===== config.mk =====
export PLATFORM = sky130hd
export DESIGN_NAME = alu_result_stage_flat
export DESIGN_NICKNAME = d
export VERILOG_FILES = /design/src/rtl/alu_pkg.sv /design/src/rtl/alu_result_stage_if.sv /design/src/rtl/alu_skid_buffer.sv /design/src/rtl/alu_result_stage.sv /design/src/flat_wrapper.sv
export SDC_FILE = /design/constraint.sdc
export NUM_CORES = 1
export LEC_CHECK = 0
export CAP_MARGIN = 20
export CORE_ASPECT_RATIO = 1.2
export CORE_MARGIN = 1
export CORE_UTILIZATION = 40
export DETAILED_ROUTE_END_ITERATION = 8
export GPL_TIMING_DRIVEN = 0
export PLACE_DENSITY = 0.95
export RECOVER_POWER = 25
export SYNTH_ARGS = -nofsm -noshare
export SYNTH_HDL_FRONTEND = slang
export SYNTH_SLANG_ARGS = --single-unit
export TNS_END_PERCENT = 30

===== constraint.sdc =====
create_clock -name clk -period 3.4 [get_ports clk]
set_clock_uncertainty 0.15 [all_clocks]
set_input_delay 0.68 -clock clk [delete_from_list [all_inputs] [get_ports clk]]
set_output_delay 0.68 -clock clk [all_outputs]
set_load 0.005 [all_outputs]

===== src/rtl/alu_pkg.sv =====
// Shared types and constants for the ALU result stage.
package alu_pkg;

  localparam int unsigned WIDTH   = 16;
  localparam int unsigned NUM_OPS = 8;
  localparam int unsigned OP_W    = 3;

  // Opcode map of the big result mux
  localparam logic [OP_W-1:0] OP_ADD    = 3'd0;
  localparam logic [OP_W-1:0] OP_SUB    = 3'd1;
  localparam logic [OP_W-1:0] OP_OR     = 3'd2;
  localparam logic [OP_W-1:0] OP_AND    = 3'd3;
  localparam logic [OP_W-1:0] OP_XOR    = 3'd4;
  localparam logic [OP_W-1:0] OP_PASS_A = 3'd5;
  localparam logic [OP_W-1:0] OP_ILL6   = 3'd6;
  localparam logic [OP_W-1:0] OP_ILL7   = 3'd7;

  // One registered result with the flags captured alongside it
  typedef struct packed {
    logic [WIDTH-1:0] result;
    logic [OP_W-1:0]  op;
    logic             zero;
    logic             neg;
    logic             carry;
    logic             ovf;
  } alu_res_t;

endpackage


===== src/rtl/alu_result_stage_if.sv =====
// Upstream/downstream handshake bundle of the ALU result stage.
interface alu_result_stage_if;
  import alu_pkg::*;

  // Upstream side
  logic                     in_valid;
  logic                     in_ready;
  logic [OP_W-1:0]          in_op;
  logic [NUM_OPS*WIDTH-1:0] mux_in;
  logic                     in_carry;
  logic                     in_ovf;

  // Downstream side
  logic                     out_valid;
  logic                     out_ready;
  logic [WIDTH-1:0]         out_result;
  logic [OP_W-1:0]          out_op;
  logic                     out_zero;
  logic                     out_neg;
  logic                     out_carry;
  logic                     out_ovf;
  logic                     illegal_op;

  // Environment side: produces op results, consumes the stage output
  modport master (
    output in_valid, in_op, mux_in, in_carry, in_ovf, out_ready,
    input  in_ready, out_valid, out_result, out_op, out_zero, out_neg,
           out_carry, out_ovf, illegal_op
  );

  // Stage side
  modport slave (
    input  in_valid, in_op, mux_in, in_carry, in_ovf, out_ready,
    output in_ready, out_valid, out_result, out_op, out_zero, out_neg,
           out_carry, out_ovf, illegal_op
  );

endinterface


===== src/rtl/alu_skid_buffer.sv =====
// Two-entry valid/ready buffer for alu_res_t. The main entry drives the output; the skid entry
// catches one item when the consumer stalls. in_ready depends only on registered state.
module alu_skid_buffer
  import alu_pkg::*;
(
  input  logic     clk,
  input  logic     rst,
  input  logic     in_valid_i,
  output logic     in_ready_o,
  input  alu_res_t in_data_i,
  output logic     out_valid_o,
  input  logic     out_ready_i,
  output alu_res_t out_data_o
);

  logic     main_valid_q, main_valid_d;
  logic     skid_valid_q, skid_valid_d;
  alu_res_t main_q, main_d;
  alu_res_t skid_q, skid_d;

  logic accept;
  logic retire;

  assign in_ready_o  = ~skid_valid_q;
  assign out_valid_o = main_valid_q;
  assign out_data_o  = main_q;

  assign accept = in_valid_i & ~skid_valid_q;
  assign retire = main_valid_q & out_ready_i;

  // Next-state for both entries; data in an emptied entry is simply held
  always_comb begin
    main_valid_d = main_valid_q;
    skid_valid_d = skid_valid_q;
    main_d       = main_q;
    skid_d       = skid_q;

    if (retire) begin
      if (skid_valid_q) begin
        // Skid full means in_ready was low, so no accept can coincide here
        main_d       = skid_q;
        skid_valid_d = 1'b0;
      end else if (accept) begin
        // Full-throughput case: main reloads in the same cycle it retires
        main_d = in_data_i;
      end else begin
        main_valid_d = 1'b0;
      end
    end else if (accept) begin
      if (!main_valid_q) begin
        main_d       = in_data_i;
        main_valid_d = 1'b1;
      end else begin
        skid_d       = in_data_i;
        skid_valid_d = 1'b1;
      end
    end
  end

  // Storage registers with synchronous reset that discards both entries
  always_ff @(posedge clk) begin
    if (rst) begin
      main_valid_q <= 1'b0;
      skid_valid_q <= 1'b0;
      main_q       <= '0;
      skid_q       <= '0;
    end else begin
      main_valid_q <= main_valid_d;
      skid_valid_q <= skid_valid_d;
      main_q       <= main_d;
      skid_q       <= skid_d;
    end
  end

endmodule


===== src/rtl/alu_result_stage.sv =====
// ALU output stage: selects one per-op result, derives flags at accept time, and hands the
// result+flags to a two-entry skid buffer. Also keeps a sticky illegal-opcode indication.
module alu_result_stage
  import alu_pkg::*;
(
  input  logic               clk,
  input  logic               rst,
  alu_result_stage_if.slave  bus
);

  logic [WIDTH-1:0] op_slices [NUM_OPS];
  alu_res_t         res_in;
  alu_res_t         res_out;
  logic             op_illegal;
  logic             stage_ready;
  logic             accept;
  logic             illegal_q, illegal_d;

  // Split the flat mux bus into one slice per opcode
  always_comb begin
    for (int unsigned k = 0; k < NUM_OPS; k++) begin
      op_slices[k] = bus.mux_in[k*WIDTH +: WIDTH];
    end
  end

  // Big mux and flag derivation; flags are frozen here and never recomputed downstream
  always_comb begin
    res_in     = '0;
    op_illegal = 1'b0;
    res_in.op  = bus.in_op;
    unique case (bus.in_op)
      OP_ADD, OP_SUB: begin
        res_in.result = op_slices[bus.in_op];
        res_in.carry  = bus.in_carry;
        res_in.ovf    = bus.in_ovf;
      end
      OP_OR, OP_AND, OP_XOR, OP_PASS_A: begin
        res_in.result = op_slices[bus.in_op];
      end
      OP_ILL6, OP_ILL7: begin
        // Result forced to zero so the zero flag reads as set
        res_in.result = '0;
        op_illegal    = 1'b1;
      end
    endcase
    res_in.zero = (res_in.result == '0);
    res_in.neg  = res_in.result[WIDTH-1];
  end

  alu_skid_buffer u_skid (
    .clk         (clk),
    .rst         (rst),
    .in_valid_i  (bus.in_valid),
    .in_ready_o  (stage_ready),
    .in_data_i   (res_in),
    .out_valid_o (bus.out_valid),
    .out_ready_i (bus.out_ready),
    .out_data_o  (res_out)
  );

  assign accept = bus.in_valid & stage_ready;

  // Sticky illegal-op indication: only reset clears it
  always_comb begin
    illegal_d = illegal_q | (accept & op_illegal);
  end

  // Sticky bit register
  always_ff @(posedge clk) begin
    if (rst) begin
      illegal_q <= 1'b0;
    end else begin
      illegal_q <= illegal_d;
    end
  end

  assign bus.in_ready   = stage_ready;
  assign bus.out_result = res_out.result;
  assign bus.out_op     = res_out.op;
  assign bus.out_zero   = res_out.zero;
  assign bus.out_neg    = res_out.neg;
  assign bus.out_carry  = res_out.carry;
  assign bus.out_ovf    = res_out.ovf;
  assign bus.illegal_op = illegal_q;

endmodule


===== src/flat_wrapper.sv =====
// flat-port wrapper written by rule: the top's interface ports become plain ports
module alu_result_stage_flat import alu_pkg::*;
  (clk, rst, bus_in_valid, bus_in_op, bus_mux_in, bus_in_carry, bus_in_ovf, bus_out_ready, bus_in_ready, bus_out_valid, bus_out_result, bus_out_op, bus_out_zero, bus_out_neg, bus_out_carry, bus_out_ovf, bus_illegal_op);
  alu_result_stage_if bus_i ();
  input  logic clk;
  input  logic rst;
  input wire logic [$bits(bus_i.in_valid)-1:0] bus_in_valid;
  input wire logic [$bits(bus_i.in_op)-1:0] bus_in_op;
  input wire logic [$bits(bus_i.mux_in)-1:0] bus_mux_in;
  input wire logic [$bits(bus_i.in_carry)-1:0] bus_in_carry;
  input wire logic [$bits(bus_i.in_ovf)-1:0] bus_in_ovf;
  input wire logic [$bits(bus_i.out_ready)-1:0] bus_out_ready;
  output wire logic [$bits(bus_i.in_ready)-1:0] bus_in_ready;
  output wire logic [$bits(bus_i.out_valid)-1:0] bus_out_valid;
  output wire logic [$bits(bus_i.out_result)-1:0] bus_out_result;
  output wire logic [$bits(bus_i.out_op)-1:0] bus_out_op;
  output wire logic [$bits(bus_i.out_zero)-1:0] bus_out_zero;
  output wire logic [$bits(bus_i.out_neg)-1:0] bus_out_neg;
  output wire logic [$bits(bus_i.out_carry)-1:0] bus_out_carry;
  output wire logic [$bits(bus_i.out_ovf)-1:0] bus_out_ovf;
  output wire logic [$bits(bus_i.illegal_op)-1:0] bus_illegal_op;
  assign bus_i.in_valid = bus_in_valid;
  assign bus_i.in_op = bus_in_op;
  assign bus_i.mux_in = bus_mux_in;
  assign bus_i.in_carry = bus_in_carry;
  assign bus_i.in_ovf = bus_in_ovf;
  assign bus_i.out_ready = bus_out_ready;
  assign bus_in_ready = bus_i.in_ready;
  assign bus_out_valid = bus_i.out_valid;
  assign bus_out_result = bus_i.out_result;
  assign bus_out_op = bus_i.out_op;
  assign bus_out_zero = bus_i.out_zero;
  assign bus_out_neg = bus_i.out_neg;
  assign bus_out_carry = bus_i.out_carry;
  assign bus_out_ovf = bus_i.out_ovf;
  assign bus_illegal_op = bus_i.illegal_op;
  alu_result_stage u_core (.clk(clk), .rst(rst), .bus(bus_i));
endmodule

==> results of run 1 <==
-- sequential cells by signal (all words and copies together), names as in the netlist --
signal / cells
u_core.u_skid.skid_q: 22
u_core.u_skid.out_data_o: 22
u_core.u_skid.skid_valid_q: 1
u_core.bus.illegal_op: 1
u_core.u_skid.out_valid_o: 1
-- layout make-up --
| type | instances | area [um^2] | area share [%] |
|---|---|---|---|
| Multi-Input combinational cell | 264 | 1690 | 39.4 |
| Timing Repair Buffer | 127 | 1270 | 29.7 |
| Sequential cell | 47 | 941 | 22.0 |
| Buffer | 30 | 174 | 4.06 |
| Tap cell | 87 | 109 | 2.54 |
| Clock buffer | 5 | 68.8 | 1.61 |
| Clock inverter | 3 | 20.0 | 0.467 |
| Inverter | 4 | 15.0 | 0.350 |
-- power by group through the flow --
stage	sequential (mW)	clock, mW	combinational, mW
after CTS	0.608	0.335	0.444
after global routing	0.613	0.359	0.477
after detailed placement	0.622	0	0.442
after global placement	0.621	0	0.428
final	0.608	0.345	0.440
after floorplan	0.620	0	0.210
-- per-stage QoR --
| step | util (%) | setup WS [ps] |
|---|---|---|
| after floorplan | - | 1040 |
| after global placement | 61.6 | 241 |
| after detailed placement | 61.6 | 177 |
| after CTS | 62.9 | 457 |
| after global routing | 62.9 | 188 |
| final | 62.9 | 393 |
-- layer usage --
| metal | track usage [%] | up-vias | part of all wire (%) |
|---|---|---|---|
| li1 | - | 1522 | - |
| met1 | 27.8 | 1484 | 39 |
| met2 | 45.5 | 169 | 51 |
| met3 | 3.69 | 20 | 7.1 |
| met4 | 9.72 | 0 | 2.6 |
| met5 | 0 | - | 0 |
-- worst max-delay path, cell delays in order --
cell and delay, ps:
dlygate4sd3_1 580, nor2b_1 340, inv_1 80, ha_1 200
or3_1 360, clkbuf_1 150, clkbuf_1 240, a211oi_1 280
a21oi_1 70, nor2_1 110
-- cell usage after synthesis (3+ instances only) --
cell type and count:
nor2_1 70, dfxtp_1 47, a21oi_1 34, mux2i_1 34, a211oi_1 32, nand2_1 22, clkbuf_1 19, o22ai_1 14
mux2_2 10, nand3_1 6, nor3_1 6, a311oi_1 5, buf_6 4, inv_1 4, buf_2 3, buf_4 3
nand4_1 3, o21ai_0 3
-- worst max-delay path by stage --
stage                                                end  slack [ps]
2_1_floorplan       u_core.u_skid.skid_q[3]$_SDFFE_PP0P_        1040
3_3_place_gp   u_core.u_skid.out_data_o[16]$_SDFFE_PP0P_         240
3_5_place_dp   u_core.u_skid.out_data_o[17]$_SDFFE_PP0P_         180
4_1_cts        u_core.u_skid.out_data_o[17]$_SDFFE_PP0P_         460
5_1_grt        u_core.u_skid.out_data_o[16]$_SDFFE_PP0P_         190
6_report       u_core.u_skid.out_data_o[19]$_SDFFE_PP0P_         390
-- cells by family after synthesis --
group	after synthesis	share of synthesized area, %
compound gates	96	22.1
flops	47	33.4
buf+inv	34	6.71
simple gates	121	19.5
fa+ha+maj	1	0.444
mux	46	17.8
==> impl_metrics.ini, run 1 <==
[detailed_routing]
drtPass1Iterations = 5
drt_iter0_markers = 225
wl_per_cell_um = 16.0
ant_nets = 0
via_count = 3195
viasPerCell = 5.63
drc = 0
routed_wl_um = 9050

[power_and_ir_drop]
swShare_pct = 30.1
ir_drop_mv = 0.174
power.density_mw_per_mm2 = 325
p_seq_share_pct = 43.6
p_comb_share_pct = 31.6
leakagePower_nw = 1.63
p_switching_mw = 0.419
p_int_mw = 0.973
clockPowerShare_pct = 24.8
finalPower_mw = 1.39

[clocking]
clockRootBuffer = clkbuf_8
clockBufferDepth = 2
holdBufCountCts = 0
cts_buffers = 5
cts_max_level = 2
worstSkewPairLatency_ps = 310
clkSlewWorstSetupHoldPaths_ps = 90
post_cts_buffers = 0
cts_num_sinks = 47
cts.repair.resized = 0
tritoncts = built

[hold_path]
hold_path_end = u_core.u_skid.skid_q[0]$_SDFFE_PP0P_
worstHoldPathCells = 2
worstHoldStart = u_core.u_skid.skid_q[0]$_SDFFE_PP0P_
hold_class = reg2reg

[placement]
io_buffers = 127
place_hpwl_um = 7350
dp_cells = 559
place_area_mm2 = 0.00420
place_congestion = 0.954

[finish]
final_nets = 617
final_common_cell = clkdlybuf4s50_1
antenna_cells = 0
layoutNonFillerInstCount = 567
post-route-cell-area_mm2 = 0.00429
layout_common_cells = clkdlybuf4s50_1 (110), nor2_1 (70), dfxtp_1 (47)
syn2layout_area_growth_pct = 52.2
drive_gt1_share_pct = 7.29
nFillCells = 564

[timing]
setup_tns_ps = 0
fin_crit_ps = 3010
setup_viol = 0
rsz0062_at_grt = no
hold_viol = 0
hold_ws_ps = 315
maxSlewHeadroom_pct = 62.5
tightest_slew_ps = 560
min_period_over_period_pct = 88.4
final_max_slew_viol_count = 0
max_freq_mhz = 333

[die]
start_util_pct = 41.3
core_area_mm2 = 0.00681
die_area_mm2 = 0.00738
die_w_um = 78.6
fp-row-count = 33
pin_count = 163
die_h_um = 93.9

[synthesis]
syn_inst = 345
ys_seq_elements = 47
syn_area_per_cell_um2 = 8.16
yosys_most_used_dff = dfxtp_1
yosys.area.top_type = dfxtp_1
async_flop_share_pct = 0
ys_warn_count = 0
yosysSeqAreaShare_pct = 33.4
synth_nets = 483
synth_top_cell_area_share_pct = 33.4
synth-edff-count = 0
ys_types = 41
yosys-top-cells-area = dfxtp_1 (33%), mux2i_1 (12%), nor2_1 (9.3%), a211oi_1 (8.5%), a21oi_1 (6.0%)
syn_area_mm2 = 0.00282

[worst_setup_path]
r2r_start = u_core.u_skid.skid_valid_q$_SDFFE_PP0P_
endpoint_kind = flip-flop
cp_max_fo = 10
reg2reg_depth = 9
reg2reg_to = u_core.u_skid.out_data_o[19]$_SDFFE_PP0P_
r2r_setup_slack_ps = 1020
critPathKind = in2reg
cp.arrival_ps = 3100
critPathLaunchType = primary input
startpoint = bus_in_valid
worstPathRequired_ps = 3490

[global_routing]
grt_pass1_vias = 3113
grt_use_total_pct = 24.6
grt_max_degree = 16
grt_antenna_before_repair = 0
grt_pass1_wl_um = 14300
overflow = 0

[status]
status = finished clean

[job]
cap_violations = 0
No activity file was read; power rests on OpenSTA's default activity.
==> run 2, diff against run 1 <==
--- a/config.mk
+++ b/config.mk
@@ -5,7 +5,6 @@
 export SDC_FILE = /design/constraint.sdc
 export NUM_CORES = 1
 export LEC_CHECK = 0
-export CAP_MARGIN = 20
 export CORE_ASPECT_RATIO = 1.2
 export CORE_MARGIN = 1
 export CORE_UTILIZATION = 40
==> results of run 2 <==
Final layout, timing and power as in run 1 (identical DEF).
